[src/rtl/serial_tx_packer.sv]
// Parallel-to-serial packer: takes words over valid/ready and shifts them out one bit per clock,
// using a one-word hold register so back-to-back words stream without idle cycles.
module serial_tx_packer #(
   parameter int WIDTH     = 8,
   parameter int GAP       = 0,
   parameter bit MSB_FIRST = 1'b1
) (
   input  logic             clk,
   input  logic             rst,
   input  logic [WIDTH-1:0] parIn,
   input  logic             parValid,
   output logic             parReady,
   output logic             dataOut,
   output logic             dataOutValid,
   output logic             busy
);

   localparam int BW = $clog2(WIDTH);
   localparam int GW = 4;
   localparam logic [BW-1:0] BIT_LAST = BW'(WIDTH - 1);
   localparam logic [GW-1:0] GAP_LAST = GW'((GAP > 0) ? (GAP - 1) : 0);

   typedef enum logic [1:0] {
      ST_IDLE  = 2'd0,
      ST_SHIFT = 2'd1,
      ST_GAP   = 2'd2
   } state_t;

   state_t           state_r, state_n;
   logic [WIDTH-1:0] shift_r, shift_n;
   logic [BW-1:0]    bit_cnt_r, bit_cnt_n;
   logic [GW-1:0]    gap_cnt_r, gap_cnt_n;
   logic [WIDTH-1:0] hold_r, hold_n;
   logic             hold_full_r, hold_full_n;
   logic             ready_r;
   logic             dout_r, dout_n;
   logic             dvalid_r, dvalid_n;
   logic             busy_r;
   logic             accept_s;
   logic             free_s;
   logic [WIDTH-1:0] load_word_s;

   // Bit that goes on the wire first for a given word.
   function automatic logic first_bit(input logic [WIDTH-1:0] w);
      if (MSB_FIRST) begin
         return w[WIDTH-1];
      end else begin
         return w[0];
      end
   endfunction

   // Word with its already-transmitted bit shifted away.
   function automatic logic [WIDTH-1:0] advance(input logic [WIDTH-1:0] w);
      if (MSB_FIRST) begin
         return {w[WIDTH-2:0], 1'b0};
      end else begin
         return {1'b0, w[WIDTH-1:1]};
      end
   endfunction

   // Next-state, load selection and next output values.
   always_comb begin
      state_n     = state_r;
      shift_n     = shift_r;
      bit_cnt_n   = bit_cnt_r;
      gap_cnt_n   = gap_cnt_r;
      hold_n      = hold_r;
      hold_full_n = hold_full_r;
      dout_n      = 1'b0;
      dvalid_n    = 1'b0;
      free_s      = 1'b0;
      load_word_s = parIn;
      accept_s    = parValid && ready_r;

      case (state_r)
         ST_IDLE: begin
            free_s = 1'b1;
         end
         ST_SHIFT: begin
            if (bit_cnt_r == BIT_LAST) begin
               if (GAP == 0) begin
                  free_s = 1'b1;
               end else begin
                  state_n   = ST_GAP;
                  gap_cnt_n = '0;
               end
            end else begin
               dout_n    = first_bit(shift_r);
               dvalid_n  = 1'b1;
               shift_n   = advance(shift_r);
               bit_cnt_n = bit_cnt_r + 1'b1;
            end
         end
         ST_GAP: begin
            if (gap_cnt_r == GAP_LAST) begin
               free_s = 1'b1;
            end else begin
               gap_cnt_n = gap_cnt_r + 1'b1;
            end
         end
         default: begin
            state_n = ST_IDLE;
         end
      endcase

      // A held word always wins over a fresh one; ready is low while hold is full.
      if (free_s) begin
         if (hold_full_r) begin
            load_word_s = hold_r;
            hold_full_n = 1'b0;
         end else begin
            load_word_s = parIn;
         end
         if (hold_full_r || accept_s) begin
            state_n   = ST_SHIFT;
            dout_n    = first_bit(load_word_s);
            dvalid_n  = 1'b1;
            shift_n   = advance(load_word_s);
            bit_cnt_n = '0;
            gap_cnt_n = '0;
         end else begin
            state_n = ST_IDLE;
         end
      end else if (accept_s) begin
         hold_n      = parIn;
         hold_full_n = 1'b1;
      end else begin
         hold_n = hold_r;
      end
   end

   // State, datapath and registered outputs with synchronous reset.
   always_ff @(posedge clk) begin
      if (rst) begin
         state_r     <= ST_IDLE;
         shift_r     <= '0;
         bit_cnt_r   <= '0;
         gap_cnt_r   <= '0;
         hold_r      <= '0;
         hold_full_r <= 1'b0;
         ready_r     <= 1'b1;
         dout_r      <= 1'b0;
         dvalid_r    <= 1'b0;
         busy_r      <= 1'b0;
      end else begin
         state_r     <= state_n;
         shift_r     <= shift_n;
         bit_cnt_r   <= bit_cnt_n;
         gap_cnt_r   <= gap_cnt_n;
         hold_r      <= hold_n;
         hold_full_r <= hold_full_n;
         ready_r     <= !hold_full_n;
         dout_r      <= dout_n;
         dvalid_r    <= dvalid_n;
         busy_r      <= (state_n != ST_IDLE) || hold_full_n;
      end
   end

   assign parReady     = ready_r;
   assign dataOut      = dout_r;
   assign dataOutValid = dvalid_r;
   assign busy         = busy_r;

endmodule

[config.mk]
export PLATFORM = sky130hd
export DESIGN_NAME = serial_tx_packer
export DESIGN_NICKNAME = d
export VERILOG_FILES = /design/src/rtl/serial_tx_packer.sv
export SDC_FILE = /design/constraint.sdc
export NUM_CORES = 1
export LEC_CHECK = 0
export BUFFER_PORTS_ARGS = -buffer_cell sky130_fd_sc_hd__buf_2
export CAP_MARGIN = 40
export CORE_MARGIN = 2
export CORE_UTILIZATION = 45
export CTS_BUF_LIST = sky130_fd_sc_hd__clkbuf_4 sky130_fd_sc_hd__clkbuf_8
export DETAILED_ROUTE_END_ITERATION = 8
export PLACE_DENSITY = 0.64
export SETUP_SLACK_MARGIN = 0.1
export SYNTH_ARGS = -nofsm -noshare
export SYNTH_HDL_FRONTEND = slang
export SYNTH_SLANG_ARGS = --single-unit
export TNS_END_PERCENT = 20
[constraint.sdc]
create_clock -name clk -period 2.4 [get_ports clk]
set_input_delay 0.72 -clock clk [delete_from_list [all_inputs] [get_ports clk]]
set_output_delay 0.72 -clock clk [all_outputs]
set_load 0.005 [all_outputs]
# == After elaboration in Yosys (flattened, before gate mapping) ==
# Cells that the tools add are included.
# classes
add_sub_neg,2
n_eq_ne,3
mux,29
bitwise_logic,1
reduce_logical,9
# op_table
op,count
two-way mux 8 bit,5
two-way mux 4 bit,4
two-way mux 1 bit,13
two-way mux 3 bit,4
"adder 4 x 1 -> 4 bit, second input constant",1
logical NOT 4 bit,1
two-way mux 2 bit,2
"adder 3 x 1 -> 3 bit, second input constant",1
"== test 3 bit, second input constant",1
case mux 1 bit (3 select lines),1
OR reduction 3 bit,1
"== test 2 x 1 -> 1 bit, second input constant",1
"== test 2 bit, second input constant",1
logical NOT 2 bit,1
logical OR 1 bit,2
AND reduction 2 bit,1
nonzero test 2 bit,1
logical AND 1 bit,1
logical NOT 1 bit,1
NOT 1 bit,1
# word_totals
reg_bits,30
inputBits,11
output_inout_bits,4

# == Longest topological paths before layout ==
# Gate-level depths: netlist of the first run.
# depth
ltp_word,6
ltp_mapped,8
ltp_nobuf,6

# == Worst setup path after synthesis of the first run ==
# OpenSTA, ideal clock, no wires.
# synth_timing
kind,reg-to-reg
from,reg gap_cnt_r[0]
to,reg shift_r[4]
t_arrival_ps,1728
t_required_ps,2267
path_slack_ps,539
stages_incl_launch_ff,9
n_path_buf,2
path_cell_list,dfxtp_1 -> inv_1 -> ha_1 -> or3b_4 -> a221o_1 -> buf_6 -> buf_8 -> a211oi_2 -> a211oi_2
# synth_between
elab_chain_len,4
# synth_rtl
item,line_no,text
from (decl),32,"logic [GW-1:0] gap_cnt_r, gap_cnt_n;"
from (signal assigned),149,gap_cnt_r <= gap_cnt_n;
logical NOT 4 bit,95,if (gap_cnt_r == GAP_LAST) begin
two-way mux 1 bit,95,
case mux 1 bit (3 select lines),75,case (state_r)
two-way mux 8 bit,107,if (free_s) begin
to (signal assigned),147,shift_r <= shift_n;
to (decl),30,"logic [WIDTH-1:0] shift_r, shift_n;"
# No other way between the ends.
# A chain may end at the register's enable or synchronous reset.

# == Final worst setup path of the first run ==
# layout_timing
from,reg gap_cnt_r[0]
to,reg shift_r[1]
# The elaborated chain is that of the path after synthesis.

==> flow_summary.toml, run 1 <==
[status]
status = "finished, violations left"
violations = "design-rule violations"

[power_and_ir_drop]
switchingPower_mw = 0.2446
ir_worst_vdd_mv = 0.3472
seq_power_share_pct = 56.3
p_leak_nw = 0.6010
clkPwrFrac_pct = 30.3
p_int_mw = 0.7209
comb_power_share_pct = 13.5
p_per_area_nw_per_um2 = 650.6
switching_share_pct = 25.33

[worst_hold_path]
hold_path_class = "flip-flop to flip-flop"
min_path_cells = 2

[sta]
skew_ps = 2.675
relSlewSlack_pct = 62.18
slew_viol_final = 0
max_freq_mhz = 501.7
tns_ps = 0
hold_ws_ps = 437.8
finalSetupViolCount = 0
finalHoldViolations = 0
fin_crit_ps = 1993
tightest_slew_ps = 566.7
setup_ws_ps = 406.7
min_period_over_period_pct = 83.06
rsz0062_at_grt = "no"

[clock_tree]
cts_tree = "built"
cts.path.max_buffers = 2
insertion_delay_ps = 330
root_buffer = "clkbuf_4"
clkTransAtPathRegs_ps = 90
clock-sinks = 30
cts_hold_buffers = 0
numCtsBuffers = 5
h-tree-depth = 2

[layout]
nNetsFinal = 170
drive_above_1_share_pct = 17.42
layout_commonest_cell = "dfxtp_1"
layout_common_cells = "dfxtp_1, nand2b_1, mux2i_1"
n_antenna_cell = 0
fin_util_pct = 52.90
stdcell_count = 186
n_fill_cell = 261
area_growth_pct = 9.208

[worst_setup_path]
crit_type = "flip-flop to flip-flop"
cp_slowest_cell = "a221o_2"
crit_chain = "inv_1 -> ha_1 -> or3b_4 -> a221o_2 -> a211oi_1 -> a211oi_1"
worstPathRequired_ps = 2600
crit_path_start_kind = "flip-flop"
rr_worst_depth = 6
worstSetupEndpointType = "flip-flop"
path_common_cell = "a211oi_1"
path_max_fanout = 17
critPathArrivalTime_ps = 2190
slowest_delay_ps = 500

[route]
ant_nets = 0
via_per_inst = 5.263
vias = 979
drt-pass1-iter-count = 6
dr.first_iter.drc_count = 29
routed_wl_mm = 2.326
drc = 1
post_drt_wl_per_cell_um = 12.51

[floorplan]
core_area_sq_um = 2805
row_count = 19
die_w_um = 58.95
io_pins = 15
initial_core_util_pct = 48.44
dieArea_sq_um = 3475
die_height_um = 58.95

[placement]
port_buffers = 14
place_ws_ps = 184.9
dp_hpwl_mm = 1.616
globalplace.congestion = 0.6971
dp.cells = 180

[synthesis]
netlist.area_leader.share_pct = 44.20
ys_seq_area_share_pct = 44.20
avgSynthCellArea_sq_um = 9.637
ys_warn_count = 0
syn_area_sq_um = 1359
synthCells = 141
yosys_register_bits = 30
syn-num-nets = 155
synth_cell_types = 29
synth_top_area_cell = "dfxtp_1"
synthTopCellsByArea = "dfxtp_1, mux2i_1, nand2b_1, a211oi_1, nor2b_1"

[global_routing]
antenna_found_initial = 0
grt_overflow = 0
grt_pass1_vias = 932
grt_max_degree = 31
grt_pass1_wl_mm = 4.119
grt_usage_pct = 16.47

[job]
max_cap_violations = 0
## sequential cells by signal (all words and copies together) (netlist names)
name	count
gap_cnt_r	4
shift_r	8
dataOut	1
busy	1
parReady	1
state_r	2
hold_r	8
dataOutValid	1
bit_cnt_r	3
hold_full_r	1
## synth_stat cells
master	number
a2bb2oi_1	1
xnor2_1	2
or3_1	1
a211oi_2	2
nor2b_1	8
nand3b_1	1
buf_8	1
a221o_1	1
xor2_1	1
ha_1	3
clkbuf_1	4
o21ai_0	1
a21oi_1	5
a31oi_1	2
a22oi_1	1
nand4_1	1
mux2i_1	16
nor2_2	1
buf_2	2
a211oi_1	12
a211o_1	1
nand3_1	2
nor2_1	10
or3b_4	1
dfxtp_1	30
nand2b_1	17
buf_6	1
nand2_1	7
inv_1	6
## per-layer routing
layer / global-route usage (%) / share of wire [%]
met5: 0 / 0
met3: 6.593 / 4.6
met4: 8.766 / 2.4
met2: 24.92 / 46
met1: 20.03 / 47
## metrics by stage
stage	total power [mW]	area [sq um]
global route	1.017	1484
detailed placement	0.6862	1431
floorplan	0.6603	1359
CTS	0.9796	1483
global placement	0.6811	1431
finish	0.9655	1484
## final cells by class
class	instances	area (sq um)	share of cell area [%]
Clock buffer	6	51.30	3.457
Inverter	6	22.52	1.518
Multi-Input combinational cell	97	685.7	46.21
Sequential cell	30	600.6	40.47
Tap cell	31	38.79	2.614
Timing Repair Buffer	16	85.08	5.734
## power groups by stage
| stage | combinational (mW) | clock, mW | sequential, mW |
|---|---|---|---|
| global placement | 0.127 | 0 | 0.554 |
| global route | 0.148 | 0.322 | 0.547 |
| CTS | 0.131 | 0.305 | 0.544 |
| finish | 0.130 | 0.292 | 0.543 |
| floorplan | 0.107 | 0 | 0.553 |
| detailed placement | 0.131 | 0 | 0.555 |
## critical path, delay by kind of cell (launching register included)
family / cells / cell delay (ps)
flops: 1 / 330
buf+inv: 1 / 90
simple gates: 1 / 400
fa+ha+maj: 1 / 170
compound gates: 3 / 870
## final timing paths
path,start,to,slack [ps]
max,gap_cnt_r[0],shift_r[1],410
min,shift_r[0],shift_r[0],440
max reg2reg,gap_cnt_r[0],shift_r[1],410
min reg2reg,shift_r[0],shift_r[0],440
## kinds of logic (layout without fill, tap and decap cells)
family	Yosys count	in the layout	share of synthesized area, %
DFF	30	30	44.20
buffers and inverters	14	28	5.432
and+or+nand+nor	49	49	19.71
adders and majority gates	3	3	2.763
xor gates and xnor gates	3	3	1.934
muxes	16	16	11.79
AOI/OAI and AO/OA	26	26	14.18
## what timing repair did
item                       4_1_cts  5_1_grt
resized for setup                0        1
buffers inserted                 0        0
setup endpoints to repair        0        1
Note: power is estimated with default switching activity, not from simulation.
==> run 2: changes to the inputs <==
Settings changed: PLACE_DENSITY 0.64 to 0.66.
Clock period 2.4 ns to 1.8 ns, I/O delays scaled along.
==> flow_summary.toml, run 2 (same netlist as run 1, synthesis figures left out) <==
[power_and_ir_drop]
p_per_area_nw_per_um2 = 810.2
p_total_mw = 1.323
p_leak_nw = 0.6677
ir_worst_vdd_mv = 0.6161

[worst_setup_path]
worstPathRequired_ps = 1990
crit_path_start_kind = "flip-flop"
critPathArrivalTime_ps = 2010
path_max_fanout = 7
worstSetupEndpointType = "flip-flop"
crit_type = "flip-flop to flip-flop"

[clock_tree]
clkTransAtPathRegs_ps = 90
insertion_delay_ps = 320
numCtsBuffers = 5
h-tree-depth = 2
cts.path.max_buffers = 2
root_buffer = "clkbuf_4"
cts_hold_buffers = 0
cts_tree = "built"
clock-sinks = 30

[layout]
nNetsFinal = 181
area_growth_pct = 20.17
layout_common_cells = "dfxtp_1, nand2b_1, mux2i_1"
fin_area_sq_um = 1633
layout_commonest_cell = "dfxtp_1"
drive_above_1_share_pct = 30.12
n_antenna_cell = 0
reg_top3 = "hold_r: 8 flops, shift_r: 8 flops, gap_cnt_r: 4 flops"

[sta]
relSlewSlack_pct = 64.58
max_freq_mhz = 548.7
fin_crit_ps = 1823
tightest_slew_ps = 530.8
finalSetupViolCount = 4
rsz0062_at_grt = "yes"
min_period_over_period_pct = 101.3
setup_ws_ps = -22.59
skew_ps = 11.63
slew_viol_final = 0
hold_ws_ps = 458.3
finalHoldViolations = 0

[placement]
placed_area_sq_um = 1506
dp_hpwl_mm = 1.660
globalplace.congestion = 0.6680
port_buffers = 14

[worst_hold_path]
hold_path_class = "flip-flop to flip-flop"

[floorplan]
io_pins = 15
dieArea_sq_um = 3475
initial_core_util_pct = 48.44
die_w_um = 58.95
die_height_um = 58.95
core_area_sq_um = 2805
row_count = 19

[global_routing]
grt_overflow = 0
antenna_found_initial = 0
grt_pass1_vias = 956
grt_usage_pct = 16.05
grt_max_degree = 31
grt_pass1_wl_mm = 4.098

[route]
routed_wl_mm = 2.499
ant_nets = 0
post_drt_wl_per_cell_um = 12.69
vias = 1022
drt-pass1-iter-count = 6
drc = 1
via_per_inst = 5.188
dr.first_iter.drc_count = 29

[status]
status = "finished, violations left"
violations = "design-rule violations, negative setup slack"

[job]
max_cap_violations = 0
-- run 2: cell count changes in the layout (fill, tap and decap cells not counted), sizes merged --
cell,previous run,this run
buf,16,27
-- run 2: layout make-up --
| cell class | count | area (sq um) |
|---|---|---|
| clock buffers | 6 | 51.30 |
| fillers | 262 | 1172 |
| inverters | 6 | 22.52 |
| multi-input cells | 97 | 744.5 |
| flip-flops and latches | 30 | 603.1 |
| well taps | 31 | 38.79 |
| repair buffers | 27 | 172.7 |
-- run 2: routing by layer --
metal  share of wire (%)  up-vias  wire length [um]  global-route usage [%]
li1                    -      540                 -                       -
met1                  48      460              1188                   19.59
met2                  47       18              1176                   25.40
met3                 4.4        4               110                   6.593
met4                0.92        0                23                   5.844
met5                   0        -                 0                       0
-- run 2: power by group --
| group | internal [mW] | total [mW] | switching, mW |
|---|---|---|---|
| Sequential | 0.704 | 0.726 | 0.0228 |
| Combinational | 0.104 | 0.210 | 0.106 |
| Clock | 0.176 | 0.386 | 0.211 |
| Total | 0.983 | 1.32 | 0.340 |
-- run 2: worst max-delay path, stage by stage, from the launching register on --
cell,delay (ps)
dfxtp_2,330
inv_2,70
ha_4,130
or3b_4,380
a221o_1,350
buf_2,190
a211oi_2,190
a211oi_2,50
-- run 2: repair_timing --
action	CTS	global route
endpoints found under the setup margin	18	24
gates resized for setup	9	2
pin swaps	6	1
buffers inserted	0	2
gates cloned	1	0
-- run 2: stage by stage --
stage,TNS (ps),utilization [%],setup slack [ps],std cells
finish,-54.02,58.21,-22.59,197
global route,-579.8,58.21,-82.28,197
detailed placement,-278.6,53.70,-54.59,188
CTS,-11.46,57.23,-7.514,195
floorplan,0,-,16.02,141
global placement,-38.67,53.70,-12.93,188
-- run 2: path summary, 6_finish.rpt --
| check | start | to | slack, ps | depth (start not counted) |
|---|---|---|---|---|
| hold reg to reg | shift_r[0] | shift_r[0] | 460 | 2 |
| setup reg to reg | gap_cnt_r[1] | shift_r[4] | -20 | 7 |
| setup / recovery | gap_cnt_r[1] | shift_r[4] | -20 | 7 |
| hold / removal | shift_r[0] | shift_r[0] | 460 | 2 |
